## config.mk

```make
export PLATFORM = sky130hd
export DESIGN_NAME = csa_operand_collector
export DESIGN_NICKNAME = d
export VERILOG_FILES = /design/src/rtl/csa_pkg.sv /design/src/rtl/csa_operand_collector.sv
export SDC_FILE = /design/constraint.sdc
export NUM_CORES = 1
export LEC_CHECK = 0
export CAP_MARGIN = 25
export CORE_MARGIN = 4
export CORE_UTILIZATION = 41
export CTS_BUF_LIST = sky130_fd_sc_hd__clkbuf_16
export DETAILED_ROUTE_END_ITERATION = 8
export GPL_ROUTABILITY_DRIVEN = 0
export HOLD_SLACK_MARGIN = 0.1
export MAX_ROUTING_LAYER = met4
export PLACE_DENSITY = 0.76
export SYNTH_ARGS = -nofsm -noshare
export SYNTH_HDL_FRONTEND = slang
export SYNTH_SLANG_ARGS = --single-unit
```

## constraint.sdc

```tcl
create_clock -name clk -period 3.5 [get_ports clk]
set_clock_uncertainty 0.2 [all_clocks]
set_input_delay 0.525 -clock clk [delete_from_list [all_inputs] [get_ports clk]]
set_output_delay 0.525 -clock clk [all_outputs]
set_load 0.01 [all_outputs]
```

## src/rtl/csa_pkg.sv

```systemverilog
// Shared definitions for the carry-save adder operand path.
package csa_pkg;

  // Default operand width, matching the three-operand carry-save adder.
  localparam int CSA_WIDTH = 32;

  // Slot indices: slot 0 feeds x, slot 1 feeds y, slot 2 feeds z.
  localparam logic [1:0] SLOT_X = 2'd0;
  localparam logic [1:0] SLOT_Y = 2'd1;
  localparam logic [1:0] SLOT_Z = 2'd2;

  // COLLECT gathers operands into slots.
  // HOLD presents a finished triple until the consumer takes it.
  typedef enum logic {
    COLLECT = 1'b0,
    HOLD    = 1'b1
  } coll_state_e;

endpackage

```

## src/rtl/csa_operand_collector.sv

```systemverilog
// Packs a valid/ready operand stream into x/y/z triples for the carry-save adder.
// A stream "last" marker closes a short group early and zero-pads the unused slots,
// so any stream length sums correctly. The slot registers are the x/y/z outputs,
// which keeps every output registered or decoded from registered state.
module csa_operand_collector
  import csa_pkg::*;
#(
  parameter int WIDTH  = CSA_WIDTH,
  parameter int GCNT_W = 16
) (
  input  logic              clk,
  input  logic              rst,
  input  logic [WIDTH-1:0]  in_data,
  input  logic              in_valid,
  input  logic              in_last,
  output logic              in_ready,
  output logic [WIDTH-1:0]  x,
  output logic [WIDTH-1:0]  y,
  output logic [WIDTH-1:0]  z,
  output logic              out_valid,
  output logic              out_last,
  input  logic              out_ready,
  output logic [GCNT_W-1:0] group_count
);

  coll_state_e        state_q, state_d;
  logic [1:0]         slot_q, slot_d;
  logic [WIDTH-1:0]   x_q, x_d;
  logic [WIDTH-1:0]   y_q, y_d;
  logic [WIDTH-1:0]   z_q, z_d;
  logic               last_q, last_d;
  logic [GCNT_W-1:0]  gcnt_q, gcnt_d;

  logic               accept;
  logic               group_close;
  logic               handoff;

  // Handshake qualifiers, all derived from registered state plus the inputs.
  always_comb begin
    accept      = (state_q == COLLECT) && in_valid;
    group_close = accept && ((slot_q == SLOT_Z) || in_last);
    handoff     = (state_q == HOLD) && out_ready;
  end

  // State register.
  always_ff @(posedge clk or posedge rst) begin
    if (rst) begin
      state_q <= COLLECT;
    end else begin
      state_q <= state_d;
    end
  end

  // Next-state logic: a closing accept enters HOLD, a handoff returns to COLLECT.
  always_comb begin
    state_d = state_q;
    unique case (state_q)
      COLLECT: begin
        if (group_close) begin
          state_d = HOLD;
        end
      end
      HOLD: begin
        if (out_ready) begin
          state_d = COLLECT;
        end
      end
      default: begin
        state_d = COLLECT;
      end
    endcase
  end

  // Output decode: ready to collect and triple-valid are mutually exclusive.
  always_comb begin
    in_ready  = 1'b0;
    out_valid = 1'b0;
    unique case (state_q)
      COLLECT: in_ready  = 1'b1;
      HOLD:    out_valid = 1'b1;
      default: in_ready  = 1'b0;
    endcase
  end

  // Slot write, padding on early close, clear and count on handoff.
  always_comb begin
    slot_d = slot_q;
    x_d    = x_q;
    y_d    = y_q;
    z_d    = z_q;
    last_d = last_q;
    gcnt_d = gcnt_q;

    if (accept) begin
      unique case (slot_q)
        SLOT_X:  x_d = in_data;
        SLOT_Y:  y_d = in_data;
        default: z_d = in_data;
      endcase

      if (group_close) begin
        if (slot_q == SLOT_X) begin
          y_d = '0;
        end
        if (slot_q != SLOT_Z) begin
          z_d = '0;
        end
        last_d = in_last;
        slot_d = SLOT_X;
      end else begin
        slot_d = slot_q + 2'd1;
      end
    end

    if (handoff) begin
      x_d    = '0;
      y_d    = '0;
      z_d    = '0;
      last_d = 1'b0;
      gcnt_d = gcnt_q + GCNT_W'(1);
    end
  end

  // Datapath registers; reset discards any partial or held triple.
  always_ff @(posedge clk or posedge rst) begin
    if (rst) begin
      slot_q <= SLOT_X;
      x_q    <= '0;
      y_q    <= '0;
      z_q    <= '0;
      last_q <= 1'b0;
      gcnt_q <= '0;
    end else begin
      slot_q <= slot_d;
      x_q    <= x_d;
      y_q    <= y_d;
      z_q    <= z_d;
      last_q <= last_d;
      gcnt_q <= gcnt_d;
    end
  end

  // Registered values drive the adder-facing outputs directly.
  always_comb begin
    x           = x_q;
    y           = y_q;
    z           = z_q;
    out_last    = last_q;
    group_count = gcnt_q;
  end

endmodule

```

Yosys cells after proc, flatten, opt, wreduce, memory -nomap -nowiden
Index checks and enable logic that the tools add are counted.
Cells by class
  add/subtract/negate cells: 2
  eq/ne operators: 3
  multiplexer cells: 22
  bitwise logic cells: 1
  reduce and logical (&&, ||, !) cells: 11
Operators by type and width (count)
  two-way mux 32 bit: 13
  adder 16 x 1 -> 16 bit, second input constant: 1
  two-way mux 1 bit: 7
  nonzero test 2 bit: 3
  AND reduction 2 bit: 2
  logical AND 1 bit: 3
  adder 2 x 1 -> 2 bit, second input constant: 1
  equality test 2 x 1 -> 1 bit, second input constant: 1
  equality test 2 bit, second input constant: 1
  logical NOT 2 bit: 1
  two-way mux 2 bit: 1
  inequality test 2 bit, second input constant: 1
  case mux 1 bit (2 select lines): 1
  OR reduction 2 bit: 1
  logical OR 1 bit: 1
  NOT 1 bit: 1
Word-level totals
  register bits: 116
  word-level logic and storage cells: 46

Longest topological paths before layout
Gate-level depths: netlist of the first run.
  depth after elaboration: 7
  mapped depth: 8
  gate-level depth less buffers: 6

Worst setup path before layout of the first run
OpenSTA, ideal clock, no wires.
  path kind: reg-to-reg
  start point: reg slot_q[0]
  end point: reg z_q[0] (netlist: z[0])
  library setup time: 0.121 ns
  arrival time: 1.729 ns
  slack: 1.450 ns
  cell stages (with the launch flop): 9
  path buffers: 2
  cell sequence: dfrtp_1 inv_1 ha_1 nand2b_1 o21ai_1 nor2b_4 buf_6 buf_6 a22o_1
On the way
  longest elaborated chain between the ends: 7
  elaborated cells on any way between the ends: 12
  those cells by class: eq/ne: 3; mux: 5; reduce/logical: 4
RTL lines
  start: declaration: line csa_operand_collector.sv:27  | logic [1:0] slot_q, slot_d;
  start signal: assignment: line csa_operand_collector.sv:134  | slot_q <= slot_d;
  equality test 2 x 1 -> 1 bit / logical NOT 2 bit (equally long branches): line csa_operand_collector.sv:95  | unique case (slot_q)
  OR reduction 2 bit (no line)
  two-way mux 32 bit: line csa_operand_collector.sv:95
  two-way mux 32 bit: line csa_operand_collector.sv:105  | if (slot_q != SLOT_Z) begin
  two-way mux 32 bit (*): line csa_operand_collector.sv:101  | if (group_close) begin
  two-way mux 32 bit (*): line csa_operand_collector.sv:94  | if (accept) begin
  two-way mux 32 bit (*): line csa_operand_collector.sv:115  | if (handoff) begin
  end signal: assignment: line csa_operand_collector.sv:137  | z_q <= z_d;
  end: declaration: line csa_operand_collector.sv:30  | logic [WIDTH-1:0] z_q, z_d;
Mark *: on every way between the ends. The rest lies on a longest branch, timed or not. The select of a mux whose other input is x is not followed.
A chain may end at the register's enable or synchronous reset.

Final worst setup path of the first run
  start point: in out_ready
  end point: reg z_q[29] (netlist: z[29])
On the way
  longest elaborated chain between the ends: 2
  elaborated cells on any way between the ends: 3
  those cells by class: mux: 1; reduce/logical: 2
RTL lines
  start: declaration: line csa_operand_collector.sv:22  | input logic out_ready,
  logical AND 1 bit (*): line csa_operand_collector.sv:42  | handoff = (state_q == HOLD) && out_ready;
  two-way mux 32 bit / nonzero test 2 bit (equally long branches)
Mark *: on every way between the ends. The rest lies on a longest branch, timed or not.

==> results of run 1 <==
==> registers in the layout (all words and copies together) (netlist names) <==
| name | cells |
|---|---|
| x | 32 |
| y | 32 |
| z | 32 |
| group_count | 16 |
| out_last | 1 |
| slot_q | 2 |
| state_q | 1 |
==> layout by cell type, fill, tap and decap left out, types with 3 or more instances in the layout <==
master and instances:
xnor2_1 11, nor3_1 3, nand3_1 40, a22o_1 51, xor2_1 4, nand2_1 73, clkinvlp_4 4, nor2_1 16
clkdlybuf4s50_1 151, o21ai_0 5, clkbuf_16 17, dfrtp_1 116, clkinv_2 3, bufinv_16 3, ha_1 4, and3_1 3
mux2i_1 13, inv_1 5, buf_4 9
==> per-layer routing <==
metal	track usage (%)	up-vias
met5	-	-
met3	5.027	17
li1	-	1658
met2	30.53	160
met4	7.212	0
met1	28.20	1796
==> worst max-delay path, cell delays in order <==
cell and delay [ps]:
clkdlybuf4s50_1 470, nand2_1 130, buf_4 410, o21ai_1 120, buf_4 190, nor2b_4 560
a22o_1 250
==> cell usage after synthesis <==
master / number
buf_6: 4
mux2i_1: 13
clkbuf_1: 12
nor4_2: 1
buf_1: 3
nand3_1: 40
nor2_1: 16
a22o_1: 51
and2_1: 1
a211o_1: 1
nor3_2: 1
nand2b_4: 1
o21ai_1: 2
buf_2: 4
and3_1: 3
nand4_1: 2
ha_1: 4
xnor2_1: 11
nand2b_1: 1
nand2_1: 73
dfrtp_1: 116
inv_1: 5
nor2_2: 1
mux2_2: 2
a22oi_1: 1
a21boi_0: 1
o21ai_0: 5
xor2_1: 4
nand3b_1: 1
and2b_1: 1
nor3_1: 3
nor2b_4: 1
==> report_power, final <==
part | switching [mW] | internal [mW]
clock | 0.608 | 1.11
sequential | 0.318 | 1.79
combinational | 1.01 | 1.17
total | 1.93 | 4.08
==> worst paths after layout <==
kind | end | slack, ps | startpoint | cells after the start
worst max-delay path | z[29]$_DFFE_PP0P_ | 970 | out_ready | 7
worst min-delay path | group_count[11]$_DFFE_PP0P_ | 290 | group_count[11]$_DFFE_PP0P_ | 1
worst max register to register | z[29]$_DFFE_PP0P_ | 1090 | state_q$_DFF_PP0_ | 6
worst min register to register | group_count[11]$_DFFE_PP0P_ | 290 | group_count[11]$_DFFE_PP0P_ | 1
max in group asynchronous | group_count[14]$_DFFE_PP0P_ | 2010 | rst | 3
min in group asynchronous | x[10]$_DFFE_PP0P_ | 350 | rst | 2
==> cells by family (layout without fill, tap and decap cells) <==
logic type / after synthesis / in the layout / share of synthesized area (%)
simple gates: 146 / 146 / 14.61
flops: 116 / 116 / 63.84
compound gates: 61 / 61 / 11.12
buf+inv: 28 / 199 / 3.082
xor+xnor: 15 / 15 / 2.889
mux: 15 / 15 / 3.357
fa+ha+maj: 4 / 4 / 1.101
==> final cells by class <==
class	instances	area, um^2
multi-input combinational	241	1510
timing repair buffer	162	1619
tap	140	175.2
inverter	5	22.52
clock buffer	17	425.4
clock inverter	15	165.2
sequential	116	2903
fill	882	4020
==> stage by stage <==
step                      std cells  area, um^2
after detailed placement        664        6230
final                           696        6820
after global routing            696        6820
after CTS                       696        6820
after floorplan                 385        4551
after global placement          664        6230
==> flow_summary.yaml, run 1 <==
global_route:
  grt_max_degree: 66
  antenna_found_initial: 0
  grt_overflow: 0
  grt_pass1_vias: 3784
  grt_first_pass_wirelength_um: 20310
  grt_use_total_pct: 20.72
yosys:
  ys_warn_count: 0
  synth_top_cell_area_share_pct: 63.84
  synthCells: 385
  synth-seq-cells: 116
  yosysUniqueCellTypes: 32
  syn_area_per_cell_um2: 11.81
  ys_seq_area_share_pct: 63.84
  synth_top_area_cell: "dfrtp_1"
  syn_nets: 426
  synth.area.top_cells: "dfrtp_1, a22o_1, nand2_1"
  netlist_area_um2: 4547
die:
  fp.dieW_um: 113.3
  initial_core_util_pct: 41.94
  die_area_um2: 12840
  ios: 152
  fp.coreArea_um2: 10840
  fp.dieH_um: 113.3
  std_cell_rows: 38
sta:
  setup_viol_count_final: 0
  finalMaxSlewViolations: 0
  hold-worst-slack_ps: 285.4
  relSlewSlack_pct: 54.28
  fin_crit_sh_pct: 72.38
  tightest_slew_ps: 684.4
  layout_min_cycle_time_ps: 2533
  fmax_ghz: 0.3947
  final_hold_viol_count: 0
  tns_ps: 0
  rsz0062_at_grt: "false"
  setup_slack_ps: 966.6
detailed_routing:
  met2_length_um: 5764
  drtPass1Iterations: 4
  drc: 0
  avgViaCountPerCell: 5.217
  route.vias.total: 3631
  wl_per_cell_um: 18.13
  drt_iter0_drc: 233
  routed.top_layer: "met4"
  route.met3.wl_um: 832
  wl_met1_um: 5814
  wl_um: 12620
  drtAntennaViolNets: 0
critical_path:
  critical_path_class: "in -> reg"
  critPathMaxFanout: 40
  crit_required_ps: 3630
  crit_path_start_kind: "input port"
  cp-end-kind: "register"
  crit_arrival_ps: 2660
clock_network:
  cts_buffers: 17
  hold_buffers: 0
  clock-sinks: 116
  cts-resized-gates: 0
  post_cts_buffers: 0
  clock_latency_ps: 400
  htreeDepth: 4
  cts_tree: "built"
  clockBufferDepth: 2
  cts.clk_slew.worst_paths_ps: 50
  clockRootBuffer: "clkbuf_16"
run_status:
  status: "finished, final reports clean"
layout:
  fin_nets: 584
  num_antenna_cells: 0
  area_growth_pct: 50.00
  drive_gt1_share_pct: 8.633
  final_core_util_pct: 62.92
pwr:
  peakVddDrop_mv: 0.4979
  p_leak_nw: 3.194
  power_mw: 6.009
  power_density_nw_per_um2: 881.1
placed_design:
  port_buffers: 151
  hpwlAfterDp_um: 8949
  dp_slack_ps: 559.1
min_path:
  hold_path.class: "reg -> reg"
run:
  maxCapViolCount: 0
No activity file was read; power rests on OpenSTA's default activity.
==> run 2, diff against run 1 <==
--- a/config.mk
+++ b/config.mk
@@ -7,13 +7,13 @@
 export LEC_CHECK = 0
 export CAP_MARGIN = 25
 export CORE_MARGIN = 4
-export CORE_UTILIZATION = 41
+export CORE_UTILIZATION = 45
 export CTS_BUF_LIST = sky130_fd_sc_hd__clkbuf_16
 export DETAILED_ROUTE_END_ITERATION = 8
 export GPL_ROUTABILITY_DRIVEN = 0
 export HOLD_SLACK_MARGIN = 0.1
 export MAX_ROUTING_LAYER = met4
-export PLACE_DENSITY = 0.76
+export PLACE_DENSITY = 0.79
 export SYNTH_ARGS = -nofsm -noshare
 export SYNTH_HDL_FRONTEND = slang
 export SYNTH_SLANG_ARGS = --single-unit
==> constraint.sdc (replaced) <==
create_clock -name clk -period 2.48 [get_ports clk]
set_clock_uncertainty 0.2 [all_clocks]
set_input_delay 0.372 -clock clk [delete_from_list [all_inputs] [get_ports clk]]
set_output_delay 0.372 -clock clk [all_outputs]
set_load 0.01 [all_outputs]
==> run 2 against run 1 <==
  * Worst hold slack got worse by 43 ps
  * Cell count increased by 0.14%
  * Core utilization increased by 7.5 points
  * Critical path depth unchanged
  * Sequential cell count unchanged
  * Non-clock buffer count increased by 8
  * Clock power increased by 50%
  * Critical endpoint is now y[27]$_DFFE_PP0P_
  * Largest cell class unchanged
  * Highest routed layer unchanged
==> flow_summary.yaml, run 2 (synthesis gave the netlist of run 1 again) <==
pwr:
  p_leak_nw: 3.251
  peakVddDrop_mv: 0.6365
  power_density_nw_per_um2: 1257
detailed_routing:
  drc: 0
  wl_per_cell_um: 18.39
  avgViaCountPerCell: 5.339
  wl_um: 12820
  drtAntennaViolNets: 0
  drtPass1Iterations: 4
  route.vias.total: 3721
  drt_iter0_drc: 150
critical_path:
  critPathMaxFanout: 14
  cp.depth: 7
  crit_slowest_cell: "nor2_2"
  cp-end-kind: "register"
  reg2reg_depth: 7
  cp_num_buf_inv: 2
  crit_required_ps: 2610
  critical_path_class: "reg -> reg"
  cp_top_family: "simple AND/OR/NAND/NOR gates"
  path_cells: "inv_1, ha_1, o21ai_0, o21ai_1, nor2_2, buf_8, a22o_1"
  slowest_delay_ps: 560
  crit_arrival_ps: 2400
  crit_path_start_kind: "register"
sta:
  setup_slack_ps: 211.0
  relSlewSlack_pct: 54.35
  rsz0062_at_grt: "false"
  tightest_slew_ps: 683.2
  setup_viol_count_final: 0
  fmax_ghz: 0.4407
  final_hold_viol_count: 0
  layout_min_cycle_time_ps: 2269
  fin_crit_sh_pct: 91.49
  finalMaxSlewViolations: 0
clock_network:
  clockBufferDepth: 2
  cts.clk_slew.worst_paths_ps: 60
  clock-sinks: 116
  clock_latency_ps: 400
  htreeDepth: 4
  post_cts_buffers: 0
  cts_tree: "built"
  clockRootBuffer: "clkbuf_16"
  cts-resized-gates: 0
  hold_buffers: 0
  cts_buffers: 17
placed_design:
  post-place-cells: 665
  port_buffers: 151
  dp_slack_ps: -67.83
  hpwlAfterDp_um: 9005
global_route:
  grt_use_total_pct: 23.40
  antenna_found_initial: 0
  grt_first_pass_wirelength_um: 20600
  grt_max_degree: 61
  grt_overflow: 0
  grt_pass1_vias: 3934
die:
  fp.dieW_um: 108.5
  fp.coreArea_um2: 9819
  fp.dieH_um: 108.5
  std_cell_rows: 36
  initial_core_util_pct: 46.30
  ios: 152
  die_area_um2: 11780
run:
  maxCapViolCount: 0
layout:
  final_common_cell: "clkdlybuf4s50_1"
  fin_nets: 592
  area_growth_pct: 52.17
  drive_gt1_share_pct: 10.46
  layout_common_cells: "clkdlybuf4s50_1, dfrtp_1, nand2_1, a22o_1, nand3_1"
  num_antenna_cells: 0
  final_core_util_pct: 70.46
  final_cells: 697
run_status:
  status: "finished, final reports clean"
min_path:
  hold_path.class: "in -> async"
[run 2: area by class of cell]
class	instances	area, um^2
clock inverter	15	205.2
sequential	116	2903
timing repair buffer	170	1687
clock buffer	17	425.4
inverter	5	22.52
fill	747	2900
tap	133	166.4
multi-input combinational	241	1510
[run 2: through the flow]
stage / area [um^2] / total power [mW] / TNS, ps / hold WS (ps)
floorplan: 4551 / 4.344 / 0 / 268.4
global placement: 6274 / 6.014 / -2195 / 261.8
detailed placement: 6289 / 6.140 / -1301 / 261.7
CTS: 6919 / 8.765 / 0 / 258.2
global route: 6919 / 9.149 / 0 / 272.3
finish: 6919 / 8.697 / 0 / 242.6
[run 2: final timing paths]
check | startpoint | slack, ps | endpoint
worst max-delay path | slot_q[0]$_DFFE_PP0P_ | 210 | y[27]$_DFFE_PP0P_
worst min-delay path | rst | 240 | x[17]$_DFFE_PP0P_
worst max register to register | slot_q[0]$_DFFE_PP0P_ | 210 | y[27]$_DFFE_PP0P_
worst min register to register | group_count[15]$_DFFE_PP0P_ | 270 | group_count[15]$_DFFE_PP0P_
max in group asynchronous | rst | 1570 | y[30]$_DFFE_PP0P_
min in group clk | group_count[15]$_DFFE_PP0P_ | 270 | group_count[15]$_DFFE_PP0P_
[run 2: power breakdown]
part	switching [mW]	total [mW]	leakage, nW	internal (mW)
Sequential	0.435	2.97	1.55	2.53
Combinational	1.47	3.15	1.41	1.69
Clock	0.889	2.58	0.300	1.69
Total	2.79	8.70	3.25	5.91
[run 2: per-layer routing]
metal | share of wire, % | wire (um) | up-vias | global-route usage (%)
met4 | 1.6 | 199 | 0 | 7.214
met1 | 43 | 5453 | 1862 | 30.59
met3 | 7.5 | 955 | 23 | 5.075
li1 | - | - | 1680 | -
met2 | 48 | 6207 | 156 | 36.85
met5 | 0 | 0 | - | -
[run 2: worst reg2reg max path, delay by kind of cell, from the launching register on]
family	cells	cell delay, ps
and+or+nand+nor	1	560
adders and majority gates	1	260
AOI/OAI and AO/OA	3	510
buffers and inverters	2	320
DFF	1	350
